[config.mk]
export PLATFORM = sky130hd
export DESIGN_NAME = regfile_2w2r
export DESIGN_NICKNAME = d
export VERILOG_FILES = /design/src/rtl/cr16_regfile_pkg.sv /design/src/rtl/regfile_clear_seq.sv /design/src/rtl/regfile_2w2r.sv
export SDC_FILE = /design/constraint.sdc
export NUM_CORES = 1
export LEC_CHECK = 0
export ABC_AREA = 1
export ABC_CLOCK_PERIOD_IN_PS = 2900
export CAP_MARGIN = 20
export CORE_ASPECT_RATIO = 0.5
export CORE_MARGIN = 2
export CORE_UTILIZATION = 55
export CTS_CLUSTER_DIAMETER = 200
export DETAILED_ROUTE_END_ITERATION = 12
export PLACE_DENSITY = 0.77
export SETUP_SLACK_MARGIN = 0.05
export SYNTH_ARGS = -nofsm -noshare
export SYNTH_HDL_FRONTEND = slang
export SYNTH_SLANG_ARGS = --single-unit
[constraint.sdc]
create_clock -name clock -period 2.9 [get_ports clock]
set_clock_uncertainty 0.2 [all_clocks]
set_input_delay 0.435 -clock clock [delete_from_list [all_inputs] [get_ports clock]]
set_output_delay 0.435 -clock clock [all_outputs]
set_load 0.005 [all_outputs]
[src/rtl/cr16_regfile_pkg.sv]
// Shared definitions for the CR16 register-file family: clear-sweep state
// encoding and array depth helper.
package cr16_regfile_pkg;

  typedef logic seq_state_t;

  localparam seq_state_t ST_CLEAR = 1'b0;
  localparam seq_state_t ST_READY = 1'b1;

  // Number of entries addressable by an address of the given width.
  function automatic int unsigned regfile_depth(input int unsigned bits);
    return 32'd1 << bits;
  endfunction

endpackage

[src/rtl/regfile_clear_seq.sv]
// Clear sequencer: walks every array entry once after reset and then hands
// the array over to the write ports.
//
//   state    | meaning
//   ---------+-------------------------------------------------------------
//   ST_CLEAR | sweeping: entry[index] is zeroed each edge, ports locked out
//   ST_READY | sweep done: write ports own the array, index parked at 0
module regfile_clear_seq
  import cr16_regfile_pkg::*;
#(
  parameter int REGISTER_BITS = 4
) (
  input  logic                     clock,
  input  logic                     reset,
  output logic                     busy,
  output logic                     clr_en,
  output logic [REGISTER_BITS-1:0] clr_addr
);

  localparam logic [REGISTER_BITS-1:0] LAST_INDEX = '1;

  seq_state_t               state;
  seq_state_t               state_next;
  logic [REGISTER_BITS-1:0] index;
  logic [REGISTER_BITS-1:0] index_next;

  // State and sweep index register; reset always restarts a full sweep.
  always_ff @(posedge clock) begin
    if (!reset) begin
      state <= ST_CLEAR;
      index <= '0;
    end else begin
      state <= state_next;
      index <= index_next;
    end
  end

  // Advance the sweep; the index wraps to 0 on the edge that clears the last entry.
  always_comb begin
    state_next = state;
    index_next = index;
    if (state == ST_CLEAR) begin
      index_next = index + 1'b1;
      if (index == LAST_INDEX) begin
        state_next = ST_READY;
      end
    end
  end

  // Clear strobe is gated by reset so no entry is written while reset is held.
  always_comb begin
    busy     = (state == ST_CLEAR);
    clr_en   = (state == ST_CLEAR) && reset;
    clr_addr = index;
  end

endmodule

[src/rtl/regfile_2w2r.sv]
// Two-write/two-read register file for the CR16 datapath. Port 1 (load
// return) wins a same-address collision; reads can optionally bypass
// same-cycle write data; address 0 can be hardwired to zero.
module regfile_2w2r
  import cr16_regfile_pkg::*;
#(
  parameter int WIDTH         = 16,
  parameter int REGISTER_BITS = 4,
  parameter int ZERO_REG      = 1,
  parameter int BYPASS        = 1
) (
  input  logic                     clock,
  input  logic                     reset,
  input  logic                     we0,
  input  logic [REGISTER_BITS-1:0] wa0,
  input  logic [WIDTH-1:0]         wd0,
  input  logic                     we1,
  input  logic [REGISTER_BITS-1:0] wa1,
  input  logic [WIDTH-1:0]         wd1,
  input  logic [REGISTER_BITS-1:0] ra0,
  input  logic [REGISTER_BITS-1:0] ra1,
  output logic [WIDTH-1:0]         rd0,
  output logic [WIDTH-1:0]         rd1,
  output logic                     busy,
  output logic                     write_collision
);

  localparam int unsigned DEPTH = regfile_depth(REGISTER_BITS);

  logic [WIDTH-1:0]         mem [DEPTH];
  logic                     clr_en;
  logic [REGISTER_BITS-1:0] clr_addr;
  logic                     port_open;
  logic                     wr0_ok;
  logic                     wr1_ok;
  logic                     collide;
  logic [REGISTER_BITS-1:0] raddr [2];
  logic [WIDTH-1:0]         rdata [2];

  regfile_clear_seq #(
    .REGISTER_BITS(REGISTER_BITS)
  ) u_clear_seq (
    .clock   (clock),
    .reset   (reset),
    .busy    (busy),
    .clr_en  (clr_en),
    .clr_addr(clr_addr)
  );

  // Write qualification: ports only act once the sweep is done and reset is released.
  always_comb begin
    port_open = reset && !busy;
    wr0_ok    = port_open && we0 && !((ZERO_REG != 0) && (wa0 == '0));
    wr1_ok    = port_open && we1 && !((ZERO_REG != 0) && (wa1 == '0));
    // A collision on the hardwired zero address still counts even though nothing is stored.
    collide   = port_open && we0 && we1 && (wa0 == wa1);
  end

  // Array update: the sweep owns the array while busy; port 1 is written last so it wins.
  always_ff @(posedge clock) begin
    if (clr_en) begin
      mem[clr_addr] <= '0;
    end else begin
      if (wr0_ok) begin
        mem[wa0] <= wd0;
      end
      if (wr1_ok) begin
        mem[wa1] <= wd1;
      end
    end
  end

  // Collision flag: one-cycle pulse after an edge where both ports hit the same address.
  always_ff @(posedge clock) begin
    if (!reset) begin
      write_collision <= 1'b0;
    end else begin
      write_collision <= collide;
    end
  end

  assign raddr[0] = ra0;
  assign raddr[1] = ra1;

  // Read muxes: later overrides take priority (busy > zero reg > port 1 > port 0 > array).
  always_comb begin
    for (int p = 0; p < 2; p++) begin
      rdata[p] = mem[raddr[p]];
      if ((BYPASS != 0) && we0 && (wa0 == raddr[p])) begin
        rdata[p] = wd0;
      end
      if ((BYPASS != 0) && we1 && (wa1 == raddr[p])) begin
        rdata[p] = wd1;
      end
      if ((ZERO_REG != 0) && (raddr[p] == '0)) begin
        rdata[p] = '0;
      end
      if (busy) begin
        rdata[p] = '0;
      end
    end
  end

  assign rd0 = rdata[0];
  assign rd1 = rdata[1];

endmodule
==> results of run 1 <==
[state kept, by name (all words and copies together) (netlist names)]
signal and flops:
mem 256, u_clear_seq.clr_addr 4, u_clear_seq.state 1, write_collision 1
[kinds of logic (layout without fill, tap and decap cells)]
kind of cell | count (synthesis) | after routing | synth area share
buffers and inverters | 419 | 640 | 0.102
xor gates and xnor gates | 2 | 2 | 0.000979
DFF | 262 | 262 | 0.436
adders and majority gates | 1 | 1 | 0.000699
and+or+nand+nor | 1332 | 1332 | 0.316
other | 0 | 2 | 0
AOI/OAI and AO/OA | 500 | 500 | 0.144
[final cells by class]
class / instances / area (um2) / area share
Multi-Input combinational cell: 1835 / 8370 / 0.380
Sequential cell: 262 / 7810 / 0.354
Timing Repair Buffer: 354 / 3650 / 0.165
Inverter: 241 / 915 / 0.0415
Clock buffer: 30 / 644 / 0.0292
Tap cell: 432 / 541 / 0.0245
Clock inverter: 15 / 110 / 0.00500
Antenna cell: 2 / 5.00 / 0.000227
[tightest hold or removal path, cell delays in order]
cell and delay, ns:
clkbuf_2 0.14, buf_4 0.15, nand2_1 0.05, o211ai_1 0.11, nor4_1 0.06
[per-layer routing]
metal | track usage | vias up | wire length (um)
met1 | 0.629 | 8651 | 29500
met2 | 0.545 | 1464 | 27500
met5 | 0 | - | 0
li1 | - | 8615 | -
met4 | 0.0520 | 0 | 1030
met3 | 0.192 | 101 | 13900
[cells in the final DEF, fill, tap and decap left out, drive strengths merged, types with 35 or more instances in the layout]
cell type      count
a21oi             37
buf              271
clkbuf            36
clkdlybuf4s50     35
dlygate4sd2       35
edfxtp           256
inv              243
nand2            775
nand3            235
nor2             310
o21ai            448
[path summary, 6_finish.rpt]
kind | from | endpoint | slack, ns | depth (start not counted)
worst min-delay path | wa0[0] | write_collision | 0.22 | 5
worst max register to register | u_clear_seq.state | mem[10][11] | 0.40 | 9
worst min register to register | u_clear_seq.clr_addr[1] | u_clear_seq.clr_addr[1] | 0.35 | 2
worst max-delay path | ra0[1] | rd0[4] | 0.08 | 11
[report_power, final]
part	switching [uW]	internal [uW]	total [uW]
Combinational	1000	521	1520
Clock	1560	1690	3250
Sequential	14.4	4140	4160
[through the flow]
step	std cells	setup TNS (ns)	instance area [um2]	worst slack, ns	total power (uW)
after floorplan	2516	0	17900	0.224	4920
after global placement	3114	-63.35	21100	-0.502	5620
after detailed placement	3114	-61.62	21100	-0.502	5630
after CTS	3168	0	22000	0.0559	8790
after global routing	3169	0	22000	0.0473	9090
final	3171	0	22000	0.0801	8920
[timing repair]
| item | in CTS | in global routing |
|---|---|---|
| pin swaps | 6 | 4 |
| buffers inserted | 8 | 0 |
| gates cloned | 1 | 1 |
| resized for setup | 80 | 27 |
| endpoints found under the setup margin | 32 | 23 |
==> impl_metrics.json, run 1 <==
{
  "max-cap-violations": 0,
  "arrival_ns": 2.18,
  "drive_gt1_frac": 0.145,
  "crit_required_ns": 2.27,
  "numCtsBuffers": 25,
  "fin_hold_ws_ns": 0.224,
  "cts_tree": "built",
  "core_area_um2": 31800,
  "fin_crit_sh": 0.972,
  "via_per_inst": 5.94,
  "wire_per_inst_um": 22.7,
  "max_stage_delay_ns": 0.27,
  "min_path_type": "primary input to register",
  "period_minus_slack_ns": 2.82,
  "yosys-top-cells-count": "nand2_1, o21ai_0, nor2_1",
  "cp_max_fo": 26,
  "synthArstFlopShare": 0,
  "status": "finished clean",
  "max-vdd-ir-drop_mv": 0.440,
  "fill_cells": 2626,
  "postRouteAntennaNets": 0,
  "post-route-util": 0.693,
  "path_clk_slew_ns": 0.09,
  "hpwl_um": 52900,
  "htree_levels": 1,
  "holdBufCountCts": 0,
  "cts_sinks": 262,
  "clockBufferDepth": 3,
  "p_per_area_nw_per_um2": 405,
  "yosysSeqAreaShare": 0.436,
  "drt_first_iter_violations": 3104,
  "synth_cells": 2516,
  "start_kind": "primary input",
  "grt_pass1_wl_um": 105000,
  "synthTopCellsByArea": "edfxtp_1, nand2_1, o21ai_0",
  "critPathKind": "primary input to output pin",
  "slew_violations": 0,
  "cts_root_buf": "clkbuf_16",
  "syn_nets": 2569,
  "crit_buf_inv": 5,
  "grt_pass1_vias": 16500,
  "die_w_um": 259,
  "leakage_uw": 0.00978,
  "cp-end-kind": "output pin",
  "netlist_area_um2": 17900,
  "fp-row-count": 46,
  "die-area_um2": 34100,
  "worstPathCellList": "buf_2 -> inv_2 -> buf_6 -> o21ai_0 -> nor2_1 -> nor2_1 -> buf_4 -> nor2_1 -> nand2_1 -> a21oi_1 -> dlygate4sd2_1",
  "final_hold_viol_count": 0,
  "area_delta_synth_final_pct": 23.2,
  "yosysTopAreaCell": "edfxtp_1",
  "ys.flop_type": "edfxtp_1",
  "ys_ff_latch": 262,
  "synth_warnings": 0,
  "drcViolationCount": 0,
  "track_usage": 0.415,
  "io_pins": 86,
  "antenna_found_initial": 3,
  "ys_types": 39,
  "rsz0062_at_grt": "false",
  "clk_latency_ns": 0.55,
  "tightest_slew_ns": 0.767,
  "portBuffers": 85,
  "grt_max_degree": 56,
  "dr.pass1.iters": 8,
  "gp_congestion": 1.06,
  "initial_core_util": 0.562,
  "max_freq_ghz": 0.355,
  "syn_avg_cell_area_um2": 7.11,
  "setup_viol": 0,
  "slew_headroom": 0.488,
  "final_nets": 2772,
  "die_h_um": 132,
  "cp_common_cell": "nor2_1",
  "synth_most_common_cell": "nand2_1",
  "cp_top_family": "buffers and inverters",
  "gr-total-overflow": 0,
  "num_vias": 18800,
  "synth-edff-count": 256,
  "wl_um": 71900,
  "cpMaxStageDelayCell": "buf_6",
  "synth_top_area_frac": 0.430
}
Note: power is estimated with default switching activity, not from simulation.
==> run 2, diff against run 1 <==
- CORE_MARGIN: 2 -> default
- CTS_CLUSTER_SIZE: default -> 10
==> run 2 against run 1 <==
  * First-iteration DRC count up 11%
  * Core utilization is 2.7 points higher
  * Die area decreased by 2.3%
  * Via count is 0.80% higher
  * Register-to-register slack got worse by 0.03 ns
  * Wire length down 1.0%
  * Maximum frequency decreased by 1.2%
  * Clock power grew 8.6%
  * Total power rose by 4.3%
  * Clock-buffer cell count rose by 25
  * Combinational power is 7% higher
  * Design area up 3.9%
==> impl_metrics.json, run 2 (synthesized netlist as in run 1, its figures left out) <==
{
  "largest_reg_flops": 256,
  "grt_max_degree": 44,
  "gr-total-overflow": 0,
  "hpwl_um": 51400,
  "worstPathCellList": "buf_4 -> buf_12 -> buf_4 -> o21ai_0 -> o21ai_0 -> nand2_1 -> nand3_1 -> nand2_1 -> a21oi_1 -> buf_2",
  "cp-end-kind": "output pin",
  "cpMaxStageDelayCell": "o21ai_0",
  "slew_violations": 0,
  "max_freq_ghz": 0.350,
  "regToRegSetupSlack_ns": 0.37,
  "grt_pass1_wl_um": 103000,
  "clockBufferDepth": 3,
  "tightest_slew_ns": 0.691,
  "drcViolationCount": 0,
  "cts_sinks": 262,
  "top_register": "mem",
  "crit_start": "ra0[0]",
  "worstReg2RegEnd": "mem[7][12]",
  "core_area_um2": 31800,
  "fin_crit_sh": 0.985,
  "area_delta_synth_final_pct": 28.0,
  "max_stage_delay_ns": 0.44,
  "crit_required_ns": 2.27,
  "layout_common_cells": "nand2_1, o21ai_0, nor2_1",
  "critPathKind": "primary input to output pin",
  "clk_latency_ns": 0.59,
  "htree_levels": 1,
  "reg2reg_from": "u_clear_seq.state",
  "cts_tree": "built",
  "placed_area_um2": 21500,
  "max-cap-violations": 0,
  "cp_max_fo": 32,
  "die_w_um": 257,
  "p_per_area_nw_per_um2": 406,
  "dpl_worst_slack_ns": -0.507,
  "rsz0062_at_grt": "true",
  "final_nets": 2828,
  "numCtsBuffers": 30,
  "die-area_um2": 33300,
  "postRouteAntennaNets": 0,
  "holdBufCountCts": 0,
  "max-vdd-ir-drop_mv": 0.628,
  "min_path_type": "primary input to register",
  "gp_congestion": 1.13,
  "path_clk_slew_ns": 0.08,
  "slew_headroom": 0.539,
  "r2r_cells": 9,
  "crit_end": "rd0[14]",
  "final_cell_area_um2": 22900,
  "period_minus_slack_ns": 2.86,
  "diodes": 0,
  "layout_setup_ws_ns": 0.0445,
  "initial_core_util": 0.562,
  "wire_per_inst_um": 22.0,
  "final_common_cell": "nand2_1",
  "drive_gt1_frac": 0.176,
  "num_vias": 19000,
  "status": "finished clean",
  "setup_viol": 0,
  "portBuffers": 85,
  "start_kind": "primary input",
  "fp-row-count": 46,
  "arrival_ns": 2.22,
  "die_h_um": 130,
  "grt_pass1_vias": 16600,
  "cts_root_buf": "clkbuf_16",
  "drt_first_iter_violations": 3443,
  "track_usage": 0.418,
  "antenna_found_initial": 2,
  "via_per_inst": 5.87,
  "dr.pass1.iters": 8,
  "wl_um": 71100,
  "final_hold_viol_count": 0,
  "io_pins": 86,
  "leakage_uw": 0.0102
}
[run 2: cell count changes in the layout (fill, tap and decap cells not counted), sizes merged, moves of 2 or more]
cell / change
diode: -2
clkinv: -11
buf: +60
clkbuf: +28
dlygate4sd2: -14
[run 2: repair_timing]
action                                  in CTS  in global routing
cloned                                       4                  2
pin swaps                                   24                 15
gates resized for setup                    140                 49
endpoints found under the setup margin      32                 28
endpoints found under the hold margin        0                  0
setup buffers                                7                 16
[run 2: where the power goes]
group | internal, uW | switching [uW]
Combinational | 595 | 1030
Clock | 1990 | 1540
Sequential | 4150 | 12.8
[run 2: worst min-delay path by stage]
stage                                    endpoint  cells after the start  slack [ns]                    start
after floorplan           u_clear_seq.clr_addr[3]                      2        0.27  u_clear_seq.clr_addr[3]
after global placement    u_clear_seq.clr_addr[3]                      2        0.30  u_clear_seq.clr_addr[3]
after detailed placement  u_clear_seq.clr_addr[3]                      2        0.32  u_clear_seq.clr_addr[3]
after CTS                         write_collision                      5        0.25                   wa0[3]
after global routing              write_collision                      5        0.26                   wa0[0]
final                             write_collision                      5        0.24                   wa0[0]
[run 2: cell type report]
class,count,area [um2]
tap,432,541
clock inverter,1,8.76
timing repair buffer,405,4260
fill,2514,8930
multi-input combinational,1835,8500
inverter,241,925
clock buffer,55,866
sequential,262,7810
[run 2: worst max-delay path, delay by kind of cell]
kind | cells | cell delay (ns)
AOI/OAI and AO/OA | 3 | 0.65
and+or+nand+nor | 3 | 0.36
buffers and inverters | 4 | 0.75
[run 2: routing by layer]
layer	track usage	share of wire	wire length (um)	vias to the layer above
li1	-	-	-	8737
met1	0.619	0.40	28800	8675
met2	0.559	0.38	27300	1455
met3	0.185	0.20	13900	112
met4	0.0672	0.016	1110	2
met5	0.0250	0.0016	117	-
[run 2: per-stage QoR]
step	std cells	hold WS [ns]	util	TNS (ns)	total power, uW
4_1_cts	3214	0.246	0.711	0	9170
5_1_grt	3231	0.257	0.719	0	9510
2_1_floorplan	2516	0.272	-	0	4920
3_5_place_dp	3147	0.319	0.676	-114.77	5680
6_report	3231	0.239	0.719	0	9310
3_3_place_gp	3147	0.302	0.676	-110.20	5670
